### src/rtl/elastic_config_loader_pkg.sv
// Shared widths, FSM state and config-record type for the elastic config loader.
package elastic_config_loader_pkg;

  localparam int unsigned PE_NUM                     = 16;
  localparam int unsigned PE_ID_BIT_LENGTH           = 4;
  localparam int unsigned CONTEXT_SIZE               = 16;
  localparam int unsigned CONTEXT_SIZE_BIT_LENGTH    = 4;
  localparam int unsigned NEIGHBOR_PE_NUM            = 4;
  localparam int unsigned NEIGHBOR_PE_NUM_BIT_LENGTH = 2;
  localparam int unsigned OPERATION_BIT_LENGTH       = 4;
  localparam int unsigned DATA_WIDTH                 = 32;
  localparam int unsigned COUNT_WIDTH                = 16;

  typedef enum logic [1:0] {
    IDLE  = 2'd0,
    LOAD  = 2'd1,
    START = 2'd2,
    RUN   = 2'd3
  } state_t;

  // Mirrors the per-PE config memory word broadcast on the config bus.
  typedef struct packed {
    logic [NEIGHBOR_PE_NUM_BIT_LENGTH-1:0] input_pe_index_1;
    logic [NEIGHBOR_PE_NUM_BIT_LENGTH-1:0] input_pe_index_2;
    logic [NEIGHBOR_PE_NUM-1:0]            output_pe_index;
    logic [OPERATION_BIT_LENGTH-1:0]       op;
    logic [DATA_WIDTH-1:0]                 const_data;
    logic [CONTEXT_SIZE_BIT_LENGTH-1:0]    context_index;
  } cfg_rec_t;

endpackage

### src/rtl/elastic_config_loader_if.sv
// Self-handshaked configuration record stream into the loader.
interface elastic_config_loader_if
  import elastic_config_loader_pkg::*;
  ();

  logic                                  cfg_valid_input;
  logic                                  cfg_stop_input;
  logic [PE_ID_BIT_LENGTH-1:0]           cfg_pe_id;
  logic [CONTEXT_SIZE_BIT_LENGTH-1:0]    cfg_context_index;
  logic [NEIGHBOR_PE_NUM_BIT_LENGTH-1:0] cfg_input_PE_index_1;
  logic [NEIGHBOR_PE_NUM_BIT_LENGTH-1:0] cfg_input_PE_index_2;
  logic [NEIGHBOR_PE_NUM-1:0]            cfg_output_PE_index;
  logic [OPERATION_BIT_LENGTH-1:0]       cfg_op;
  logic [DATA_WIDTH-1:0]                 cfg_const_data;
  logic                                  cfg_last;

  modport master (
    output cfg_valid_input, cfg_pe_id, cfg_context_index, cfg_input_PE_index_1,
           cfg_input_PE_index_2, cfg_output_PE_index, cfg_op, cfg_const_data, cfg_last,
    input  cfg_stop_input
  );

  modport slave (
    input  cfg_valid_input, cfg_pe_id, cfg_context_index, cfg_input_PE_index_1,
           cfg_input_PE_index_2, cfg_output_PE_index, cfg_op, cfg_const_data, cfg_last,
    output cfg_stop_input
  );

endinterface

### src/rtl/elastic_config_loader_decoder.sv
// Combinational record decode: PE id to one-hot strobe plus PE/context range checks.
module elastic_config_decoder
  import elastic_config_loader_pkg::*;
(
  input  logic [PE_ID_BIT_LENGTH-1:0]        pe_id,
  input  logic [CONTEXT_SIZE_BIT_LENGTH-1:0] context_index,
  input  logic [CONTEXT_SIZE_BIT_LENGTH-1:0] max_id,
  output logic [PE_NUM-1:0]                  pe_onehot_c,
  output logic                               record_ok_c
);

  always_comb begin
    pe_onehot_c = '0;
    record_ok_c = 1'b0;
    if ((32'(pe_id) < PE_NUM) && (32'(context_index) < CONTEXT_SIZE) &&
        (context_index <= max_id)) begin
      record_ok_c        = 1'b1;
      pe_onehot_c[pe_id] = 1'b1;
    end
  end

endmodule

### src/rtl/elastic_config_loader.sv
// Sequences config load -> start -> run: writes records onto the broadcast PE config
// bus, then issues a one-cycle start_exec two cycles after the last accepted record.
module elastic_config_loader
  import elastic_config_loader_pkg::*;
(
  input  logic                                  clk,
  input  logic                                  reset_n,
  elastic_config_loader_if.slave                cfg,
  input  logic                                  load_request,
  input  logic [CONTEXT_SIZE_BIT_LENGTH-1:0]    load_context_max_id,
  output logic [NEIGHBOR_PE_NUM_BIT_LENGTH-1:0] config_input_PE_index_1,
  output logic [NEIGHBOR_PE_NUM_BIT_LENGTH-1:0] config_input_PE_index_2,
  output logic [NEIGHBOR_PE_NUM-1:0]            config_output_PE_index,
  output logic [OPERATION_BIT_LENGTH-1:0]       config_op,
  output logic [DATA_WIDTH-1:0]                 config_const_data,
  output logic [CONTEXT_SIZE_BIT_LENGTH-1:0]    config_index,
  output logic [PE_NUM-1:0]                     write_config_data,
  output logic                                  start_exec,
  output logic [CONTEXT_SIZE_BIT_LENGTH-1:0]    mapping_context_max_id,
  output logic                                  busy,
  output logic [COUNT_WIDTH-1:0]                loaded_count,
  output logic                                  config_error
);

  state_t                state, state_nxt;
  cfg_rec_t              rec_c, bus_q;
  logic                  accept_c;
  logic                  load_go_c;
  logic [PE_NUM-1:0]     pe_onehot_c;
  logic                  record_ok_c;

  assign cfg.cfg_stop_input = (state != LOAD);
  assign accept_c           = cfg.cfg_valid_input && (state == LOAD);
  // START is a single committed cycle; a reload there is not honoured.
  assign load_go_c          = load_request && (state != START);

  always_comb begin
    rec_c                  = '0;
    rec_c.input_pe_index_1 = cfg.cfg_input_PE_index_1;
    rec_c.input_pe_index_2 = cfg.cfg_input_PE_index_2;
    rec_c.output_pe_index  = cfg.cfg_output_PE_index;
    rec_c.op               = cfg.cfg_op;
    rec_c.const_data       = cfg.cfg_const_data;
    rec_c.context_index    = cfg.cfg_context_index;
  end

  elastic_config_decoder u_decoder (
    .pe_id         (cfg.cfg_pe_id),
    .context_index (cfg.cfg_context_index),
    .max_id        (mapping_context_max_id),
    .pe_onehot_c   (pe_onehot_c),
    .record_ok_c   (record_ok_c)
  );

  always_comb begin
    state_nxt = state;
    unique case (state)
      IDLE:    if (load_request) state_nxt = LOAD;
      LOAD:    if (accept_c && cfg.cfg_last) state_nxt = START;
      START:   state_nxt = RUN;
      RUN:     if (load_request) state_nxt = LOAD;
      default: state_nxt = IDLE;
    endcase
  end

  always_ff @(posedge clk or negedge reset_n) begin
    if (!reset_n) state <= IDLE;
    else          state <= state_nxt;
  end

  // Bus register, strobe, start pulse and load bookkeeping.
  always_ff @(posedge clk or negedge reset_n) begin
    if (!reset_n) begin
      bus_q                  <= '0;
      write_config_data      <= '0;
      start_exec             <= 1'b0;
      busy                   <= 1'b0;
      mapping_context_max_id <= '0;
      loaded_count           <= '0;
      config_error           <= 1'b0;
    end else begin
      write_config_data <= (accept_c && record_ok_c) ? pe_onehot_c : '0;
      start_exec        <= (state == START);
      busy              <= (state_nxt == LOAD) || (state_nxt == START);
      if (accept_c && record_ok_c) bus_q <= rec_c;
      if (load_go_c) begin
        mapping_context_max_id <= load_context_max_id;
        loaded_count           <= '0;
        config_error           <= 1'b0;
      end else begin
        if (accept_c && record_ok_c && (loaded_count != '1))
          loaded_count <= loaded_count + COUNT_WIDTH'(1);
        if (accept_c && !record_ok_c)
          config_error <= 1'b1;
      end
    end
  end

  assign config_input_PE_index_1 = bus_q.input_pe_index_1;
  assign config_input_PE_index_2 = bus_q.input_pe_index_2;
  assign config_output_PE_index  = bus_q.output_pe_index;
  assign config_op               = bus_q.op;
  assign config_const_data       = bus_q.const_data;
  assign config_index            = bus_q.context_index;

endmodule

### src/flat_wrapper.sv
// flat-port wrapper written by rule: the top's interface ports become plain ports
module elastic_config_loader_flat import elastic_config_loader_pkg::*;
  (clk, reset_n, load_request, load_context_max_id, config_input_PE_index_1, config_input_PE_index_2, config_output_PE_index, config_op, config_const_data, config_index, write_config_data, start_exec, mapping_context_max_id, busy, loaded_count, config_error, cfg_cfg_valid_input, cfg_cfg_pe_id, cfg_cfg_context_index, cfg_cfg_input_PE_index_1, cfg_cfg_input_PE_index_2, cfg_cfg_output_PE_index, cfg_cfg_op, cfg_cfg_const_data, cfg_cfg_last, cfg_cfg_stop_input);
  elastic_config_loader_if cfg_i ();
  input  logic clk;
  input  logic reset_n;
  input  logic load_request;
  input  logic [CONTEXT_SIZE_BIT_LENGTH-1:0] load_context_max_id;
  output logic [NEIGHBOR_PE_NUM_BIT_LENGTH-1:0] config_input_PE_index_1;
  output logic [NEIGHBOR_PE_NUM_BIT_LENGTH-1:0] config_input_PE_index_2;
  output logic [NEIGHBOR_PE_NUM-1:0] config_output_PE_index;
  output logic [OPERATION_BIT_LENGTH-1:0] config_op;
  output logic [DATA_WIDTH-1:0] config_const_data;
  output logic [CONTEXT_SIZE_BIT_LENGTH-1:0] config_index;
  output logic [PE_NUM-1:0] write_config_data;
  output logic start_exec;
  output logic [CONTEXT_SIZE_BIT_LENGTH-1:0] mapping_context_max_id;
  output logic busy;
  output logic [COUNT_WIDTH-1:0] loaded_count;
  output logic config_error;
  input wire logic [$bits(cfg_i.cfg_valid_input)-1:0] cfg_cfg_valid_input;
  input wire logic [$bits(cfg_i.cfg_pe_id)-1:0] cfg_cfg_pe_id;
  input wire logic [$bits(cfg_i.cfg_context_index)-1:0] cfg_cfg_context_index;
  input wire logic [$bits(cfg_i.cfg_input_PE_index_1)-1:0] cfg_cfg_input_PE_index_1;
  input wire logic [$bits(cfg_i.cfg_input_PE_index_2)-1:0] cfg_cfg_input_PE_index_2;
  input wire logic [$bits(cfg_i.cfg_output_PE_index)-1:0] cfg_cfg_output_PE_index;
  input wire logic [$bits(cfg_i.cfg_op)-1:0] cfg_cfg_op;
  input wire logic [$bits(cfg_i.cfg_const_data)-1:0] cfg_cfg_const_data;
  input wire logic [$bits(cfg_i.cfg_last)-1:0] cfg_cfg_last;
  output wire logic [$bits(cfg_i.cfg_stop_input)-1:0] cfg_cfg_stop_input;
  assign cfg_i.cfg_valid_input = cfg_cfg_valid_input;
  assign cfg_i.cfg_pe_id = cfg_cfg_pe_id;
  assign cfg_i.cfg_context_index = cfg_cfg_context_index;
  assign cfg_i.cfg_input_PE_index_1 = cfg_cfg_input_PE_index_1;
  assign cfg_i.cfg_input_PE_index_2 = cfg_cfg_input_PE_index_2;
  assign cfg_i.cfg_output_PE_index = cfg_cfg_output_PE_index;
  assign cfg_i.cfg_op = cfg_cfg_op;
  assign cfg_i.cfg_const_data = cfg_cfg_const_data;
  assign cfg_i.cfg_last = cfg_cfg_last;
  assign cfg_cfg_stop_input = cfg_i.cfg_stop_input;
  elastic_config_loader u_core (.clk(clk), .reset_n(reset_n), .cfg(cfg_i), .load_request(load_request), .load_context_max_id(load_context_max_id), .config_input_PE_index_1(config_input_PE_index_1), .config_input_PE_index_2(config_input_PE_index_2), .config_output_PE_index(config_output_PE_index), .config_op(config_op), .config_const_data(config_const_data), .config_index(config_index), .write_config_data(write_config_data), .start_exec(start_exec), .mapping_context_max_id(mapping_context_max_id), .busy(busy), .loaded_count(loaded_count), .config_error(config_error));
endmodule
### config.mk
export PLATFORM = sky130hd
export DESIGN_NAME = elastic_config_loader_flat
export DESIGN_NICKNAME = d
export VERILOG_FILES = /design/src/rtl/elastic_config_loader_pkg.sv /design/src/rtl/elastic_config_loader_if.sv /design/src/rtl/elastic_config_loader_decoder.sv /design/src/rtl/elastic_config_loader.sv /design/src/flat_wrapper.sv
export SDC_FILE = /design/constraint.sdc
export NUM_CORES = 1
export LEC_CHECK = 0
export ABC_AREA = 1
export BUFFER_PORTS_ARGS = -buffer_cell sky130_fd_sc_hd__buf_4
export CAP_MARGIN = 10
export CORE_MARGIN = 4
export CORE_UTILIZATION = 30
export CTS_BUF_LIST = sky130_fd_sc_hd__clkbuf_4 sky130_fd_sc_hd__clkbuf_8
export DETAILED_ROUTE_END_ITERATION = 16
export GPL_ROUTABILITY_DRIVEN = 0
export PLACE_DENSITY_LB_ADDON = 0.2
export SETUP_SLACK_MARGIN = 0.3
export SYNTH_ARGS = -nofsm -noshare
export SYNTH_HDL_FRONTEND = slang
export SYNTH_SLANG_ARGS = --single-unit
### constraint.sdc
create_clock -name clk -period 1.75 [get_ports clk]
set_input_delay 0.35 -clock clk [delete_from_list [all_inputs] [get_ports clk]]
set_output_delay 0.35 -clock clk [all_outputs]
set_load 0.01 [all_outputs]
==> results of run 1 <==
cells by family (layout without fill, tap and decap cells):
logic type               Yosys count  in the layout  share of synthesized area
adder cells (fa/ha/maj)            8              8                     0.0244
buffers and inverters             70            244                     0.0733
AO/OA/AOI/OAI                     17             17                     0.0220
flip-flops                        89             89                      0.544
XOR/XNOR                           5              5                     0.0107
AND/OR/NAND/NOR                  317            318                      0.326
state kept, by name, indices dropped and copies added, names as in the netlist:
signal	cells
u_core.config_error	1
u_core.state	2
u_core.config_output_PE_index	4
u_core.config_const_data	32
u_core.config_index	4
u_core.loaded_count	16
u_core.start_exec	1
u_core.config_op	4
u_core.config_input_PE_index_1	2
u_core.write_config_data	16
u_core.config_input_PE_index_2	2
u_core.mapping_context_max_id	4
u_core.busy	1
worst min-delay path by stage:
stage / endpoint / slack, ps / cells past startpoint
global route: u_core.mapping_context_max_id[0]$_DFFE_PN0P_ / 190 / 3
detailed placement: u_core.write_config_data[15]$_DFF_PN0_ / 260 / 1
floorplan: u_core.busy$_DFF_PN0_ / 50 / 0
CTS: u_core.mapping_context_max_id[3]$_DFFE_PN0P_ / 170 / 3
finish: u_core.mapping_context_max_id[3]$_DFFE_PN0P_ / 200 / 3
global placement: u_core.write_config_data[10]$_DFF_PN0_ / 260 / 1
layout make-up:
class                   instances  area [um2]
clock buffers                  10         138
clock inverters                 6         113
fillers                      1293        6900
inverters                      50         198
multi-input cells             348        2020
flip-flops and latches         89        2230
well taps                     176         220
repair buffers                178        1480
synthesized netlist by cell type (all sizes together):
| library cell | instances |
|---|---|
| a21o | 1 |
| a21oi | 3 |
| buf | 18 |
| clkbuf | 2 |
| clkinv | 1 |
| dfrtp | 89 |
| ha | 8 |
| inv | 49 |
| nand2 | 200 |
| nand3 | 75 |
| nand4 | 3 |
| nor2 | 38 |
| nor3 | 1 |
| o21a | 1 |
| o21ai | 12 |
| xnor2 | 1 |
| xor2 | 4 |
tightest hold or removal path, cell delays in order:
cell	delay (ps)
sky130_fd_sc_hd__buf_4	80
sky130_fd_sc_hd__nand2_1	40
sky130_fd_sc_hd__o21ai_0	60
stage by stage:
stage	worst slack, ps	utilization	power, mW	area [um2]
2_1_floorplan	226	-	4.66	4290
3_3_place_gp	47.8	0.423	6.09	5620
3_5_place_dp	37.9	0.423	6.15	5620
4_1_cts	159	0.463	8.33	6160
5_1_grt	39.9	0.481	9.07	6390
6_report	143	0.481	8.51	6390
power by group:
part | total [mW] | internal, mW | switching (mW) | leakage (nW)
Clock | 1.74 | 0.993 | 0.750 | 0.127
Combinational | 3.69 | 1.76 | 1.93 | 2.16
Sequential | 3.07 | 2.65 | 0.427 | 1.16
Total | 8.51 | 5.40 | 3.11 | 3.44
routing by layer:
metal | GRT usage | vias up | share of wire
met1 | 0.208 | 1818 | 0.45
met4 | 0.0517 | 0 | 0.014
met3 | 0.0395 | 11 | 0.060
met2 | 0.243 | 119 | 0.47
met5 | 0 | - | 0
li1 | - | 1914 | -
timing repair:
item	4_1_cts	5_1_grt
hold endpoints to repair	20	0
setup buffers	7	3
endpoints found under the setup margin	86	88
pin swaps	11	18
hold buffers	1	0
resized for setup	44	55
gates cloned	4	1
==> tab_implementation.tex, run 1 <==
\begin{tabular}{lr}
\hline
Metric & Value \\
\hline
\multicolumn{2}{l}{\textbf{Outcome}} \\
\quad Run status & finished, final reports clean \\
\multicolumn{2}{l}{\textbf{Yosys}} \\
\quad Gate count after technology mapping & 506 \\
\quad Number of distinct library cells after synthesis & 25 \\
\quad Share of synthesized area occupied by flip-flops and latches & 0.544 \\
\quad Largest cells by area after synthesis & sky130\_fd\_sc\_hd\_\_dfrtp\_1, sky130\_fd\_sc\_hd\_\_nand2\_1, sky130\_fd\_sc\_hd\_\_nand3\_1 \\
\quad Synth Net Count & roughly 580 \\
\quad Netlist area before placement & around 4000 um2 \\
\quad Yosys warning count & 0 \\
\quad Most area-hungry cell type in the Yosys netlist & sky130\_fd\_sc\_hd\_\_dfrtp\_1 \\
\quad Flops \& latches, synth & a little under 90 \\
\quad Post-synthesis average cell area & a little over 8 um2 \\
\quad Portion of synthesized cell area occupied by the leading cell type & 0.544 \\
\multicolumn{2}{l}{\textbf{Routing}} \\
\quad Via Count & 3862 \\
\quad DR pass1 iterations & 4 \\
\quad Post-detailed-route DRC marker count & 0 \\
\quad Average detailed-routed wire length per instance & around 14 um \\
\quad Drt via density & around 4.5 \\
\quad DR iter-0 viols & 134 \\
\quad Total detailed-routing wirelength & 12000 um \\
\quad Antenna-violating nets left & 0 \\
\multicolumn{2}{l}{\textbf{Clock tree}} \\
\quad Clock-pin slew of the registers on the worst-case setup and hold paths & 90 ps \\
\quad Root cell of the clock tree & sky130\_fd\_sc\_hd\_\_clkbuf\_8 \\
\quad TritonCTS Buffers & 9 \\
\quad CTS tree & done \\
\quad Total clock sinks & 89 \\
\quad Buffer levels on the longest clock path & 2 \\
\quad Max H-tree Level & 3 \\
\quad Worst-skew pair later-pin latency & roughly 360 ps \\
\multicolumn{2}{l}{\textbf{Finish}} \\
\quad Most common cell after layout, fill and taps aside & sky130\_fd\_sc\_hd\_\_buf\_4 \\
\quad Final Instance Count excl. Fillers & 857 \\
\quad Relative area change from synthesis to final layout & 56.1\% \\
\quad Most used cells in the layout excluding fill and tap cells & sky130\_fd\_sc\_hd\_\_buf\_4, sky130\_fd\_sc\_hd\_\_nand2\_1, sky130\_fd\_sc\_hd\_\_dfrtp\_1, sky130\_fd\_sc\_hd\_\_nand3\_1, sky130\_fd\_sc\_hd\_\_inv\_1 \\
\quad Fraction of final layout cells with drive strength greater than 1 & 0.429 \\
\quad Nets & 745 \\
\quad Ant diodes & 0 \\
\multicolumn{2}{l}{\textbf{Worst setup path}} \\
\quad Crit. End Element & register \\
\quad Startpoint type of the worst setup path & register \\
\quad Delay-heaviest family, CP & simple AND/OR/NAND/NOR gates \\
\quad Worst Path Buf+Inv & 3 \\
\quad Ordered list of cells on the worst path & inv\_2 > ha\_4 > nand2\_2 > inv\_2 > nand3\_4 > nand2\_8 > nand3\_4 > buf\_6 > nand3\_2 > nand2\_1 \\
\quad Worst-case register-to-register setup slack & 140 ps \\
\quad Startpoint-to-endpoint class of the critical path & reg2reg \\
\quad Maximum fanout encountered on the critical timing path & 7 \\
\quad Source of the worst register-to-register timing path & u\_core.mapping\_context\_max\_id[3]\$\_DFFE\_PN0P\_ \\
\quad Number of logic stages on the critical path including buffering & 10 \\
\quad Endpoint arrival time on the critical path & 1860 ps \\
\quad Required time at the endpoint of the critical path & 2000 ps \\
\quad Worst setup path startpoint & u\_core.mapping\_context\_max\_id[3]\$\_DFFE\_PN0P\_ \\
\quad R2R cell count & 10 \\
\quad Biggest cell delay along the critical path & 370 ps \\
\quad Cell type of the slowest stage on the worst timing path & sky130\_fd\_sc\_hd\_\_dfrtp\_1 \\
\quad End of the worst register-to-register path & u\_core.loaded\_count[11]\$\_DFFE\_PN0P\_ \\
\quad Worst setup endpoint & u\_core.loaded\_count[11]\$\_DFFE\_PN0P\_ \\
\multicolumn{2}{l}{\textbf{Min path}} \\
\quad Worst hold start & load\_context\_max\_id[3] \\
\quad Path type of the worst min-delay path & in2reg \\
\multicolumn{2}{l}{\textbf{Timing}} \\
\quad Final-report hold violation count & 0 \\
\quad Aggregate negative setup slack & 0 ps \\
\quad Layout Skew & 10.0 ps \\
\quad Max Clock Freq & approximately 0.62 GHz \\
\quad Worst hold margin & 198 ps \\
\quad Max Transition Viols Final & 0 \\
\quad Worst slew margin relative to its limit & 0.808 \\
\quad Measured slew at the worst slew-check pin & 285 ps \\
\quad Final cycle utilization of the critical path & 0.918 \\
\quad Final setup violation count & 0 \\
\quad Unrepaired setup endpoints after global routing & true \\
\quad Post-route minimum period & 1610 ps \\
\multicolumn{2}{l}{\textbf{GRT}} \\
\quad Initial antenna violation count & 0 \\
\quad Pin count of the biggest net entering global routing & 42 \\
\quad Total global-route track usage & 0.154 \\
\quad Vias in the first global route & 3798 \\
\quad Wire length of the first global-routing pass & 19600 um \\
\quad Total overflow reported by the global router & 0 \\
\multicolumn{2}{l}{\textbf{Floorplanning}} \\
\quad Effective utilization at floorplan & 0.308 \\
\quad Overall die height & approximately 120 um \\
\quad Row count & 42 \\
\quad Boundary pin count & between 100 and 150 \\
\quad Core outline area & 13300 um2 \\
\quad Die area & around 16000 um2 \\
\quad X dimension of the die & between 100 and 150 um \\
\multicolumn{2}{l}{\textbf{Placement}} \\
\quad Count of placed standard cells including taps & 825 \\
\quad Final HPWL DP & a little under 9000 um \\
\quad PortBufs & 148 \\
\multicolumn{2}{l}{\textbf{Run}} \\
\quad Max-capacitance violation count & 0 \\
\multicolumn{2}{l}{\textbf{Pwr}} \\
\quad Pwr dens & 1330 nW/um2 \\
\quad Reported leakage power & roughly 3.4 nW \\
\quad Maximum vdd drop & 405 uV \\
\hline
\end{tabular}
Note: power is estimated with default switching activity, not from simulation.
==> run 2, diff against run 1 <==
--- a/config.mk
+++ b/config.mk
@@ -8,11 +8,14 @@
 export ABC_AREA = 1
 export BUFFER_PORTS_ARGS = -buffer_cell sky130_fd_sc_hd__buf_4
 export CAP_MARGIN = 10
+export CELL_PAD_IN_SITES_DETAIL_PLACEMENT = 1
+export CELL_PAD_IN_SITES_GLOBAL_PLACEMENT = 1
 export CORE_MARGIN = 4
 export CORE_UTILIZATION = 30
 export CTS_BUF_LIST = sky130_fd_sc_hd__clkbuf_4 sky130_fd_sc_hd__clkbuf_8
 export DETAILED_ROUTE_END_ITERATION = 16
 export GPL_ROUTABILITY_DRIVEN = 0
+export HOLD_SLACK_MARGIN = 0.15
 export PLACE_DENSITY_LB_ADDON = 0.2
 export SETUP_SLACK_MARGIN = 0.3
 export SYNTH_ARGS = -nofsm -noshare
==> run 2 against run 1 <==
Power is 2.4% lower. Utilization hardly changed. Flip-flop and latch count stayed put. Fmax is 1.0% lower. Clock power is 15% lower. Global-route usage is 1.8 points higher. Sequential power hardly changed. Non-clock buffer count is 6 higher. Clock-buffer cell count is 1 lower. Critical path type unchanged. Largest power group unchanged.
==> tab_implementation.tex, run 2 (same netlist as run 1, synthesis figures left out) <==
\begin{tabular}{lr}
\hline
Metric & Value \\
\hline
\multicolumn{2}{l}{\textbf{Finish}} \\
\quad Fraction of final layout cells with drive strength greater than 1 & 0.428 \\
\quad Nets & 751 \\
\quad Most common cell after layout, fill and taps aside & sky130\_fd\_sc\_hd\_\_nand2\_1 \\
\quad Ant diodes & 0 \\
\quad Relative area change from synthesis to final layout & 56.0\% \\
\quad Most used cells in the layout excluding fill and tap cells & sky130\_fd\_sc\_hd\_\_nand2\_1, sky130\_fd\_sc\_hd\_\_buf\_4, sky130\_fd\_sc\_hd\_\_dfrtp\_1, sky130\_fd\_sc\_hd\_\_inv\_1, sky130\_fd\_sc\_hd\_\_nand3\_2 \\
\quad Largest register FFs & 32 \\
\multicolumn{2}{l}{\textbf{Timing}} \\
\quad Final-report hold violation count & 0 \\
\quad Worst hold margin & 190 ps \\
\quad Unrepaired setup endpoints after global routing & true \\
\quad Measured slew at the worst slew-check pin & about 380 ps \\
\quad Max Clock Freq & 0.616 GHz \\
\quad Max Transition Viols Final & 0 \\
\quad Layout Skew & 7.76 ps \\
\quad Aggregate negative setup slack & 0 ps \\
\quad Worst slew margin relative to its limit & 0.744 \\
\quad Post-route minimum period & between 1500 and 2000 ps \\
\quad Final cycle utilization of the critical path & 0.928 \\
\quad Final setup violation count & 0 \\
\multicolumn{2}{l}{\textbf{Worst setup path}} \\
\quad Endpoint arrival time on the critical path & 1890 ps \\
\quad Required time at the endpoint of the critical path & about 2000 ps \\
\quad Ordered list of cells on the worst path & inv\_2 > ha\_4 > buf\_4 > nand3\_2 > nand2\_8 > nand3\_4 > buf\_6 > nand3\_1 > nand2\_1 \\
\quad Cell type of the slowest stage on the worst timing path & sky130\_fd\_sc\_hd\_\_dfrtp\_1 \\
\quad Biggest cell delay along the critical path & 370 ps \\
\quad Maximum fanout encountered on the critical timing path & 8 \\
\quad Startpoint type of the worst setup path & register \\
\quad Startpoint-to-endpoint class of the critical path & reg2reg \\
\quad Crit. End Element & register \\
\multicolumn{2}{l}{\textbf{Floorplanning}} \\
\quad Effective utilization at floorplan & 0.308 \\
\quad X dimension of the die & 125 um \\
\quad Core outline area & 13300 um2 \\
\quad Die area & 15600 um2 \\
\quad Overall die height & 125 um \\
\quad Row count & between 40 and 50 \\
\quad Boundary pin count & 149 \\
\multicolumn{2}{l}{\textbf{Pwr}} \\
\quad Sequential cell fraction of total power & 0.370 \\
\quad Proportion of power drawn by the clock network & 0.178 \\
\quad Net switching power of the design & 3.21 mW \\
\quad Pwr dens & 1300 nW/um2 \\
\quad Combinational power share & 0.452 \\
\quad Total internal power & 5.10 mW \\
\quad Switching power share of the total & 0.386 \\
\quad Reported leakage power & 3.44 nW \\
\quad Maximum vdd drop & 577 uV \\
\multicolumn{2}{l}{\textbf{GRT}} \\
\quad Wire length of the first global-routing pass & 21700 um \\
\quad Pin count of the biggest net entering global routing & 58 \\
\quad Initial antenna violation count & 0 \\
\quad Vias in the first global route & 4145 \\
\quad Total global-route track usage & 0.172 \\
\quad Total overflow reported by the global router & 0 \\
\multicolumn{2}{l}{\textbf{Clock tree}} \\
\quad Buffer levels on the longest clock path & 2 \\
\quad Worst-skew pair later-pin latency & 370 ps \\
\quad Max H-tree Level & 3 \\
\quad Clock-pin slew of the registers on the worst-case setup and hold paths & roughly 100 ps \\
\quad CTS tree & done \\
\quad Root cell of the clock tree & sky130\_fd\_sc\_hd\_\_clkbuf\_8 \\
\quad TritonCTS Buffers & 9 \\
\quad Total clock sinks & 89 \\
\multicolumn{2}{l}{\textbf{Routing}} \\
\quad Via Count & 3976 \\
\quad Total detailed-routing wirelength & roughly 13000 um \\
\quad DR pass1 iterations & 4 \\
\quad Post-detailed-route DRC marker count & 0 \\
\quad DR iter-0 viols & 133 \\
\quad Drt via density & 4.61 \\
\quad Antenna-violating nets left & 0 \\
\quad Average detailed-routed wire length per instance & approximately 16 um \\
\multicolumn{2}{l}{\textbf{Placement}} \\
\quad PortBufs & 148 \\
\quad Final HPWL DP & 9850 um \\
\multicolumn{2}{l}{\textbf{Run}} \\
\quad Max-capacitance violation count & 0 \\
\multicolumn{2}{l}{\textbf{Outcome}} \\
\quad Run status & finished, final reports clean \\
\multicolumn{2}{l}{\textbf{Min path}} \\
\quad Path type of the worst min-delay path & in2reg \\
\hline
\end{tabular}
## run 2: cell count changes in the layout (fill, tap and decap cells not counted), sizes merged
cell / change
buf: +5
clkinv: +2
bufinv: -2
dlygate4sd3: +1
clkinvlp: +1
clkbuf: -1
## run 2: area by class of cell
type,count,area [um2]
Clock buffer,9,124
Inverter,50,195
Timing Repair Buffer,184,1520
Sequential cell,89,2230
Tap cell,176,220
Clock inverter,7,77.6
Fill cell,1580,6910
Multi-Input combinational cell,348,2020
## run 2: worst max-delay path, delay by kind of cell, from the launching register on
kind,cells,cell delay [ps]
simple gates,5,520
flops,1,370
fa+ha+maj,1,270
buf+inv,3,340
## run 2: through the flow
step	power, mW	util	worst slack (ps)	area, um2	cells
after CTS	8.09	0.460	133	6120	856
after global placement	6.12	0.424	18.7	5630	828
after floorplan	4.66	-	226	4290	506
after global routing	8.91	0.481	14.5	6390	863
after detailed placement	6.25	0.424	-39.0	5630	828
final	8.31	0.481	127	6390	863
## run 2: power groups by stage
stage / clock network (mW) / registers, mW / logic [mW]
final: 1.48 / 3.07 / 3.75
after global routing: 1.63 / 3.15 / 4.14
after CTS: 1.55 / 3.02 / 3.52
after detailed placement: 0 / 3.05 / 3.20
after global placement: 0 / 3.02 / 3.11
after floorplan: 0 / 3.25 / 1.40
## run 2: routing by layer
layer / track usage / up-vias / share of wire
li1: - / 1928 / -
met1: 0.220 / 1935 / 0.43
met2: 0.286 / 94 / 0.50
met3: 0.0369 / 19 / 0.045
met4: 0.0663 / 0 / 0.023
met5: 0 / - / 0
## run 2: final timing paths
check / start / endpoint / slack, ps / cells past startpoint
max reg2reg: u_core.mapping_context_max_id[1]$_DFFE_PN0P_ / u_core.loaded_count[3]$_DFFE_PN0P_ / 130 / 9
max in group asynchronous: reset_n / u_core.loaded_count[0]$_DFFE_PN0P_ / 820 / 3
min: load_context_max_id[1] / u_core.mapping_context_max_id[1]$_DFFE_PN0P_ / 190 / 3
max: u_core.mapping_context_max_id[1]$_DFFE_PN0P_ / u_core.loaded_count[3]$_DFFE_PN0P_ / 130 / 9
min reg2reg: u_core.config_const_data[1]$_DFFE_PN0P_ / u_core.config_const_data[1]$_DFFE_PN0P_ / 480 / 2
min in group asynchronous: reset_n / u_core.config_const_data[27]$_DFFE_PN0P_ / 330 / 2
## run 2: timing repair
action,4_1_cts,5_1_grt
pin swaps,7,13
buffers inserted,9,6
gates resized for setup,43,54
hold buffers,2,0
setup endpoints to repair,88,89
gates cloned,1,1
endpoints found under the hold margin,90,0
==> run 3, diff against run 2 <==
==> constraint.sdc (replaced) <==
create_clock -name clk -period 1.7 [get_ports clk]
set_input_delay 0.34 -clock clk [delete_from_list [all_inputs] [get_ports clk]]
set_output_delay 0.34 -clock clk [all_outputs]
set_load 0.01 [all_outputs]
==> run 3 against run 2 <==
Flip-flop and latch count stayed put. Register-to-register slack worse by 50 ps. Largest power group unchanged. Routed wire length is 7.9% higher. Clock power is 14% higher. First-iteration DRC count is 0.75% higher. Global-route usage is 0.65 points higher. Critical path type unchanged.
==> tab_implementation.tex, run 3 (same netlist as run 1, synthesis figures left out) <==
\begin{tabular}{lr}
\hline
Metric & Value \\
\hline
\multicolumn{2}{l}{\textbf{Outcome}} \\
\quad Run status & finished, final reports clean \\
\multicolumn{2}{l}{\textbf{Worst setup path}} \\
\quad Worst-case register-to-register setup slack & 80 ps \\
\quad Worst setup endpoint & u\_core.config\_const\_data[13]\$\_DFFE\_PN0P\_ \\
\quad Startpoint type of the worst setup path & register \\
\quad Startpoint-to-endpoint class of the critical path & reg2reg \\
\quad Maximum fanout encountered on the critical timing path & 8 \\
\quad Crit. End Element & register \\
\quad Worst setup path startpoint & u\_core.mapping\_context\_max\_id[3]\$\_DFFE\_PN0P\_ \\
\quad R2R cell count & 9 \\
\quad End of the worst register-to-register path & u\_core.config\_const\_data[13]\$\_DFFE\_PN0P\_ \\
\quad Required time at the endpoint of the critical path & 1970 ps \\
\quad Endpoint arrival time on the critical path & approximately 1900 ps \\
\quad Source of the worst register-to-register timing path & u\_core.mapping\_context\_max\_id[3]\$\_DFFE\_PN0P\_ \\
\multicolumn{2}{l}{\textbf{Placement}} \\
\quad Final HPWL DP & slightly below 10000 um \\
\quad Count of placed standard cells including taps & 830 \\
\quad PortBufs & 148 \\
\multicolumn{2}{l}{\textbf{Routing}} \\
\quad DR iter-0 viols & 134 \\
\quad Via Count & 4055 \\
\quad DR pass1 iterations & 4 \\
\quad Total detailed-routing wirelength & 14400 um \\
\quad Antenna-violating nets left & 0 \\
\quad Post-detailed-route DRC marker count & 0 \\
\quad Average detailed-routed wire length per instance & about 16 um \\
\quad Drt via density & 4.62 \\
\multicolumn{2}{l}{\textbf{Pwr}} \\
\quad Reported leakage power & 3.59 nW \\
\quad Maximum vdd drop & 669 uV \\
\quad Pwr dens & between 1000 and 1500 nW/um2 \\
\multicolumn{2}{l}{\textbf{Finish}} \\
\quad Most common cell after layout, fill and taps aside & sky130\_fd\_sc\_hd\_\_buf\_4 \\
\quad Fraction of final layout cells with drive strength greater than 1 & 0.489 \\
\quad Final Instance Count excl. Fillers & 877 \\
\quad Most used cells in the layout excluding fill and tap cells & sky130\_fd\_sc\_hd\_\_buf\_4, sky130\_fd\_sc\_hd\_\_nand2\_1, sky130\_fd\_sc\_hd\_\_dfrtp\_1, sky130\_fd\_sc\_hd\_\_nand3\_1, sky130\_fd\_sc\_hd\_\_inv\_1 \\
\quad Nets & 765 \\
\quad Relative area change from synthesis to final layout & 64.4\% \\
\quad Largest register FFs & 32 \\
\quad Ant diodes & 0 \\
\multicolumn{2}{l}{\textbf{GRT}} \\
\quad Total global-route track usage & 0.179 \\
\quad Vias in the first global route & $\sim$4.3k \\
\quad Pin count of the biggest net entering global routing & 57 \\
\quad Initial antenna violation count & 0 \\
\quad Global-route layer with the greatest usage & met2 \\
\quad Total overflow reported by the global router & 0 \\
\quad Met2 usage & 0.306 \\
\quad Met3 GRT Util & 0.0386 \\
\quad Routing usage on met1 & 0.221 \\
\quad Wire length of the first global-routing pass & 22600 um \\
\multicolumn{2}{l}{\textbf{Floorplanning}} \\
\quad X dimension of the die & 125 um \\
\quad Row count & 42 \\
\quad Overall die height & 125 um \\
\quad Die area & between 15000 and 20000 um2 \\
\quad Effective utilization at floorplan & 0.308 \\
\quad Core outline area & 13300 um2 \\
\quad Boundary pin count & 149 \\
\multicolumn{2}{l}{\textbf{Timing}} \\
\quad Final cycle utilization of the critical path & 0.952 \\
\quad Measured slew at the worst slew-check pin & about 360 ps \\
\quad Max Clock Freq & 0.618 GHz \\
\quad Layout Skew & 13.6 ps \\
\quad Worst slew margin relative to its limit & 0.757 \\
\quad Max Transition Viols Final & 0 \\
\quad Final-report hold violation count & 0 \\
\quad Unrepaired setup endpoints after global routing & true \\
\quad Final setup violation count & 0 \\
\quad Worst hold margin & between 150 and 200 ps \\
\quad Post-route minimum period & approximately 1600 ps \\
\multicolumn{2}{l}{\textbf{Min path}} \\
\quad Path type of the worst min-delay path & in2reg \\
\multicolumn{2}{l}{\textbf{Clock tree}} \\
\quad Worst-skew pair later-pin latency & about 380 ps \\
\quad Clock-pin slew of the registers on the worst-case setup and hold paths & 90 ps \\
\quad Total clock sinks & 89 \\
\quad CTS tree & done \\
\quad Root cell of the clock tree & sky130\_fd\_sc\_hd\_\_clkbuf\_8 \\
\quad Max H-tree Level & 3 \\
\quad Buffer levels on the longest clock path & 2 \\
\quad TritonCTS Buffers & 9 \\
\multicolumn{2}{l}{\textbf{Run}} \\
\quad Max-capacitance violation count & 0 \\
\hline
\end{tabular}
## run 3: cell count changes in the layout (fill, tap and decap cells not counted), moves of 7 or more
cell and delta:
sky130_fd_sc_hd__nand2_1 -24, sky130_fd_sc_hd__nand3_1 +7, sky130_fd_sc_hd__buf_6 +10, sky130_fd_sc_hd__nand2_4 +7
sky130_fd_sc_hd__nand3_2 -9, sky130_fd_sc_hd__nand2_2 +18
## run 3: metal layers
layer / wire length, um / vias up / part of all wire
li1: - / 1955 / -
met1: 5950 / 1976 / 0.41
met2: 7540 / 103 / 0.52
met3: 668 / 21 / 0.046
met4: 293 / 0 / 0.020
met5: 0 / - / 0
## run 3: final cells by class
cell class,count,area [um2]
Clock inverter,7,103
Clock buffer,9,124
Multi-Input combinational cell,348,2120
Sequential cell,89,2240
Timing Repair Buffer,198,1740
Fill cell,1548,6560
Tap cell,176,220
Inverter,50,193
## run 3: stage by stage
step	power [mW]	TNS [ps]	util	setup WS, ps	cell area (um2)
CTS	8.53	0	0.466	75.0	6200
detailed placement	6.48	-196	0.427	-39.2	5680
global placement	6.35	-60.0	0.427	-18.7	5680
floorplan	4.80	0	-	176	4310
global route	9.92	-639	0.507	-37.5	6740
finish	9.27	0	0.507	81.2	6740
## run 3: how the worst min path moves through the flow
stage	start	slack (ps)	cells past startpoint	to
2_1_floorplan	reset_n	40	0	u_core.busy$_DFF_PN0_
3_3_place_gp	reset_n	180	1	u_core.config_input_PE_index_2[0]$_DFFE_PN0P_
3_5_place_dp	reset_n	180	1	u_core.config_input_PE_index_2[0]$_DFFE_PN0P_
4_1_cts	load_context_max_id[2]	160	3	u_core.mapping_context_max_id[2]$_DFFE_PN0P_
5_1_grt	load_context_max_id[1]	170	3	u_core.mapping_context_max_id[1]$_DFFE_PN0P_
6_report	load_context_max_id[1]	180	3	u_core.mapping_context_max_id[1]$_DFFE_PN0P_
## run 3: critical path, stage by stage, from the launching register on
cell	delay (ps)
sky130_fd_sc_hd__dfrtp_1	400
sky130_fd_sc_hd__inv_2	80
sky130_fd_sc_hd__ha_4	200
sky130_fd_sc_hd__a21oi_2	180
sky130_fd_sc_hd__nand2_4	90
sky130_fd_sc_hd__nand2_8	110
sky130_fd_sc_hd__nand2_8	120
sky130_fd_sc_hd__clkbuf_16	220
sky130_fd_sc_hd__nand2_2	60
sky130_fd_sc_hd__nand2_1	50
## run 3: report_power, final
group	internal [mW]	switching [mW]	leakage, nW
Clock	0.846	0.847	0.116
Sequential	2.72	0.464	1.15
Combinational	2.16	2.23	2.32
Total	5.73	3.54	3.59
## run 3: timing repair
item,CTS,global route
setup endpoints to repair,91,101
gates cloned,1,6
gates resized for setup,38,106
buffers inserted,12,10
pin swaps,12,18
hold endpoints to repair,90,0
hold buffers,2,0
